### config.mk
export PLATFORM = sky130hd
export DESIGN_NAME = ttt_computer_player
export DESIGN_NICKNAME = d
export VERILOG_FILES = /design/src/rtl/ttt_pkg.sv /design/src/rtl/ttt_line_eval.sv /design/src/rtl/ttt_computer_player.sv
export SDC_FILE = /design/constraint.sdc
export NUM_CORES = 1
export LEC_CHECK = 0
export ABC_AREA = 0
export BUFFER_PORTS_ARGS = -buffer_cell sky130_fd_sc_hd__buf_2
export CAP_MARGIN = 40
export CORE_ASPECT_RATIO = 1.1
export CORE_UTILIZATION = 52
export DETAILED_ROUTE_END_ITERATION = 7
export GPL_TIMING_DRIVEN = 1
export PLACE_DENSITY = 0.77
export SYNTH_ARGS = -nofsm -noshare
export SYNTH_HDL_FRONTEND = slang
export SYNTH_HIERARCHICAL = 1
export SYNTH_SLANG_ARGS = --single-unit
### constraint.sdc
create_clock -name clock -period 12.99 [get_ports clock]
set_input_delay 3.897 -clock clock [delete_from_list [all_inputs] [get_ports clock]]
set_output_delay 3.897 -clock clock [all_outputs]
set_load 0.005 [all_outputs]
### src/rtl/ttt_pkg.sv
// ttt_pkg: cell/who encodings, line and priority tables, FSM states for ttt_computer_player
package ttt_pkg;
  localparam logic [1:0] CELL_EMPTY = 2'b00;
  localparam logic [1:0] CELL_PLAYER = 2'b01;
  localparam logic [1:0] CELL_COMP = 2'b10;
  localparam logic [1:0] WHO_NONE = 2'b00;
  localparam logic [1:0] WHO_PLAYER = 2'b01;
  localparam logic [1:0] WHO_COMP = 2'b10;
  localparam logic [1:0] WHO_DRAW = 2'b11;
  localparam logic [3:0] LINE_TABLE [8][3] = '{
    '{4'd0, 4'd1, 4'd2}, '{4'd3, 4'd4, 4'd5}, '{4'd6, 4'd7, 4'd8},
    '{4'd0, 4'd3, 4'd6}, '{4'd1, 4'd4, 4'd7}, '{4'd2, 4'd5, 4'd8},
    '{4'd0, 4'd4, 4'd8}, '{4'd2, 4'd4, 4'd6}
  };
  localparam logic [3:0] PRIO_TABLE [9] = '{4'd4, 4'd0, 4'd2, 4'd6, 4'd8, 4'd1, 4'd3, 4'd5, 4'd7};
  typedef enum logic [2:0] {WAIT, SNAP, WIN, BLOCK, FALL, ISSUE, ACK, DONE} state_t;
endpackage

### src/rtl/ttt_line_eval.sv
// ttt_line_eval: flags a line holding two target marks and one empty cell, returns the empty slot
module ttt_line_eval
  import ttt_pkg::*;
(
  input  logic [1:0] a,
  input  logic [1:0] b,
  input  logic [1:0] c,
  input  logic [1:0] mark,
  output logic       hit,
  output logic [1:0] slot
);
  logic h0, h1, h2;
  assign h0 = a == CELL_EMPTY && b == mark && c == mark;
  assign h1 = a == mark && b == CELL_EMPTY && c == mark;
  assign h2 = a == mark && b == mark && c == CELL_EMPTY;
  assign hit = h0 | h1 | h2;
  assign slot = h0 ? 2'd0 : h1 ? 2'd1 : 2'd2;
endmodule

### src/rtl/ttt_computer_player.sv
// ttt_computer_player: auto move generator (win, block when TTT_AI_BLOCK_EN, then priority cell)
module ttt_computer_player
  import ttt_pkg::*;
#(
  parameter int PC_PULSE = 2,
  parameter int ACK_TIMEOUT = 16
) (
  input  logic       clock,
  input  logic       reset,
  input  logic       enable,
  input  logic [1:0] pos1,
  input  logic [1:0] pos2,
  input  logic [1:0] pos3,
  input  logic [1:0] pos4,
  input  logic [1:0] pos5,
  input  logic [1:0] pos6,
  input  logic [1:0] pos7,
  input  logic [1:0] pos8,
  input  logic [1:0] pos9,
  input  logic [1:0] who,
  output logic [3:0] computer_position,
  output logic       pc,
  output logic       busy,
  output logic       error
);
  state_t state;
  logic [1:0] live [9];
  logic [1:0] snap [9];
  logic [1:0] mark, slot;
  logic [3:0] idx, n_player, n_comp, hit_cell;
  logic [7:0] cnt;
  logic turn, any_empty, all_empty, hit;
`ifdef TTT_AI_BLOCK_EN
  localparam state_t AFTER_WIN = BLOCK;
  assign mark = state == BLOCK ? CELL_PLAYER : CELL_COMP;
`else
  localparam state_t AFTER_WIN = FALL;
  assign mark = CELL_COMP;
`endif
  assign live = '{pos1, pos2, pos3, pos4, pos5, pos6, pos7, pos8, pos9};
  always_comb begin
    n_player = '0;
    n_comp = '0;
    any_empty = 1'b0;
    all_empty = 1'b1;
    for (int i = 0; i < 9; i++) begin
      n_player += 4'(live[i] == CELL_PLAYER);
      n_comp += 4'(live[i] == CELL_COMP);
      any_empty |= live[i] == CELL_EMPTY;
      all_empty &= live[i] == CELL_EMPTY;
    end
    turn = enable && who == WHO_NONE && n_player == n_comp + 4'd1 && any_empty;
  end
  ttt_line_eval u_eval (
    .a   (snap[LINE_TABLE[idx[2:0]][0]]),
    .b   (snap[LINE_TABLE[idx[2:0]][1]]),
    .c   (snap[LINE_TABLE[idx[2:0]][2]]),
    .mark(mark),
    .hit (hit),
    .slot(slot)
  );
  assign hit_cell = LINE_TABLE[idx[2:0]][slot];
  assign pc = state == ISSUE;
  assign busy = !(state == WAIT || state == DONE);
  always_ff @(posedge clock) begin
    if (reset) begin
      state <= WAIT;
      computer_position <= '0;
      error <= 1'b0;
      cnt <= '0;
      idx <= '0;
      snap <= '{default: CELL_EMPTY};
    end else begin
      case (state)
        WAIT: if (who != WHO_NONE) state <= DONE;
          else if (turn) begin
            state <= SNAP;
            snap <= live;
          end
        SNAP: begin
          state <= WIN;
          idx <= '0;
        end
        WIN, BLOCK: if (hit) begin
            computer_position <= hit_cell;
            state <= ISSUE;
            cnt <= '0;
          end else if (idx == 4'd7) begin
            state <= state == WIN ? AFTER_WIN : FALL;
            idx <= '0;
          end else idx <= idx + 4'd1;
        FALL: if (snap[PRIO_TABLE[idx]] == CELL_EMPTY) begin
            computer_position <= PRIO_TABLE[idx];
            state <= ISSUE;
            cnt <= '0;
          end else idx <= idx + 4'd1;
        ISSUE: if (cnt == 8'(PC_PULSE - 1)) begin
            state <= ACK;
            cnt <= '0;
          end else cnt <= cnt + 8'd1;
        ACK: if (live[computer_position] == CELL_COMP) state <= WAIT;
          else if (who != WHO_NONE) state <= DONE;
          else if (cnt == 8'(ACK_TIMEOUT - 1)) begin
            error <= 1'b1;
            state <= WAIT;
          end else cnt <= cnt + 8'd1;
        DONE: if (all_empty) state <= WAIT;
        default: state <= WAIT;
      endcase
    end
  end
endmodule

==> flow_summary.toml <==
[global_route]
grt_usage_pct = 27.7
grt_max_degree = 35
grt_pass1_vias = 3149
antenna_found_initial = 0
gr-total-overflow = 0
grt_pass1_wl_um = 15100

[floorplan]
num_io_pins = 30
die_y_um = 87.9
die-area_um2 = 7040
rows = 30
initial_core_util_pct = 55.3
die-width_um = 80.1
coreArea_um2 = 6310

[critical_path]
cp-end-kind = "flip-flop"
worstSetupPathType = "in -> reg"
worstReg2RegStart = "idx[0]"
worstPathArrival_ps = 8680
start_kind = "input port"
critPathLaunch = "pos1[1]"
crit_fanout = 6
required_ps = 13180

[sta]
totalNegativeSetupSlack_ps = 0
setup_viol = 0
period_needed_ps = 8490
fmax_ghz = 0.118
worst_pin_slew_ps = 735
finalMaxSlewViolations = 0
rsz0062_at_grt = "no"
min_period_over_period_pct = 65.4
hold_viol_final = 0
finClkSkew_ps = 11.2
slew_headroom_pct = 50.9

[yosys]
ys_top_cells_by_area = "dfxtp_1, mux2i_1, nor2_1, mux4_2, fa_1"
ys_async_sr_fraction_pct = 0
synth_edf_count = 0
ys_warn_count = 6
yosys_register_bits = 38
synth_ff_type = "dfxtp_1"
syn_area_per_cell_um2 = 8.41
yosysTopAreaCellShare_pct = 21.8
yosys.area.top_type = "dfxtp_1"
ys_seq_area_share_pct = 21.8
synthCells = 415
synthDistinctLibCells = 70
syn_area_um2 = 3490

[final_layout]
nNetsFinal = 488
layout_commonest_cell = "nor2_1"
layout_common_cells = "nor2_1, dfxtp_1, mux2i_1"
areaGrowthSynthToFinish_pct = 9.07
drive_gt1_share_pct = 13.7
diodes = 0

[route]
ant_nets = 0
avgRoutedWirePerCell_um = 16.9
drt-total-wl_um = 8890
drt_iter0_drc = 311
drc = 0
vias = 3221
drt_first_pass_iters = 5
viasPerCell = 6.14

[hold_path]
min_from = "error"
hp-class = "reg -> reg"

[cts]
root_buffer = "clkbuf_8"
cts_max_level = 2
cts_buffers = 5
cts_tree = "built"
cts_max_path_buffers = 2
clock_latency_ps = 300
clk_pin_slew_ps = 80
postCtsSetupRepairBufs = 0
cts_hold_buffers = 0
cts_sinks = 38
cts_resized = 0

[place]
port_buffers = 29
gp_congestion = 0.961
dp_hpwl_um = 6830

[power]
powerDensity_nw_per_um2 = 130
power.total_mw = 0.496
net-switching-power_mw = 0.205
power_frac_clock_pct = 20.0
internal-power_mw = 0.290
sw_frac_of_total_pct = 41.4
p_leak_nw = 1.70
ir_drop_v = 0.000101
seq_power_share_pct = 30.5
power_frac_comb_pct = 49.5

[run_status]
status = "finished, final reports clean"

[run]
cap_violations = 0
-- synthesized netlist by cell type, types with 5 or more instances --
| cell type | instances |
|---|---|
| ha_1 | 11 |
| nand3_1 | 8 |
| a21oi_1 | 8 |
| and3_1 | 5 |
| clkbuf_1 | 12 |
| mux4_2 | 11 |
| nor3_1 | 7 |
| mux2i_1 | 35 |
| a221o_1 | 5 |
| nor2_1 | 70 |
| inv_1 | 25 |
| dfxtp_1 | 38 |
| fa_1 | 10 |
| o21ai_0 | 15 |
| and2_1 | 6 |
| nor2b_1 | 18 |
| xor2_1 | 8 |
| nand2_1 | 20 |
| nand2b_1 | 13 |
-- worst max-delay path, cell delays in order --
cell	delay, ps
buf_2	130
nand2b_1	160
fa_1	540
inv_1	60
fa_1	510
fa_1	520
fa_1	470
fa_1	390
xor2_1	180
xnor2_1	160
nand4_1	120
o311ai_0	610
nand4_1	310
a2111o_1	480
o211a_1	140
-- cell families (layout without fill, tap and decap cells) --
group | after synthesis | count (layout) | synth area share (%)
simple gates | 173 | 173 | 25.1
compound gates | 77 | 77 | 16.6
mux | 51 | 51 | 18.8
buf+inv | 41 | 62 | 4.77
flops | 38 | 38 | 21.8
fa+ha+maj | 21 | 21 | 9.68
xor+xnor | 12 | 12 | 3.01
other cells | 2 | 11 | 0.215
-- layer usage --
layer	up-vias	track usage [%]	part of all wire, %
li1	1552	-	-
met1	1557	37.0	45
met2	96	46.2	48
met3	16	4.38	5.4
met4	0	8.28	1.8
met5	-	0	0
-- metrics by stage --
stage,worst slack [ps],hold slack [ps],cells,instance area (um^2),util [%]
3_5_place_dp,4220,510,517,3690,58.6
2_1_floorplan,4780,461,424,3520,-
4_1_cts,4540,546,525,3800,60.3
5_1_grt,4230,571,525,3800,60.3
6_report,4500,533,525,3800,60.3
3_3_place_gp,4300,486,517,3690,58.6
-- area by class of cell --
class	instances	area, um^2
sequential	38	761
multi-input combinational	345	2590
fill	563	2500
inverter	25	93.8
clock buffer	6	72.6
timing repair buffer	29	145
clock inverter	2	37.5
tap	80	100
-- flip-flops by register name (all words and copies together) (netlist names) --
register	cells
snap	18
state	3
idx	4
error	1
computer_position	4
cnt	8
-- power groups by stage --
stage               sequential (mW)  combinational, mW  clock (mW)
floorplan                     0.138              0.204           0
global placement              0.153              0.237           0
detailed placement            0.153              0.242           0
CTS                           0.150              0.243       0.101
global route                  0.153              0.273       0.107
finish                        0.151              0.245      0.0991
-- final timing paths --
| check | slack [ps] | depth (start not counted) | end |
|---|---|---|---|
| min reg2reg | 530 | 2 | error |
| max reg2reg | 7850 | 18 | cnt[2] |
| min | 530 | 2 | error |
| max | 4500 | 15 | state[0] |
(Power assumes the default switching activity.)
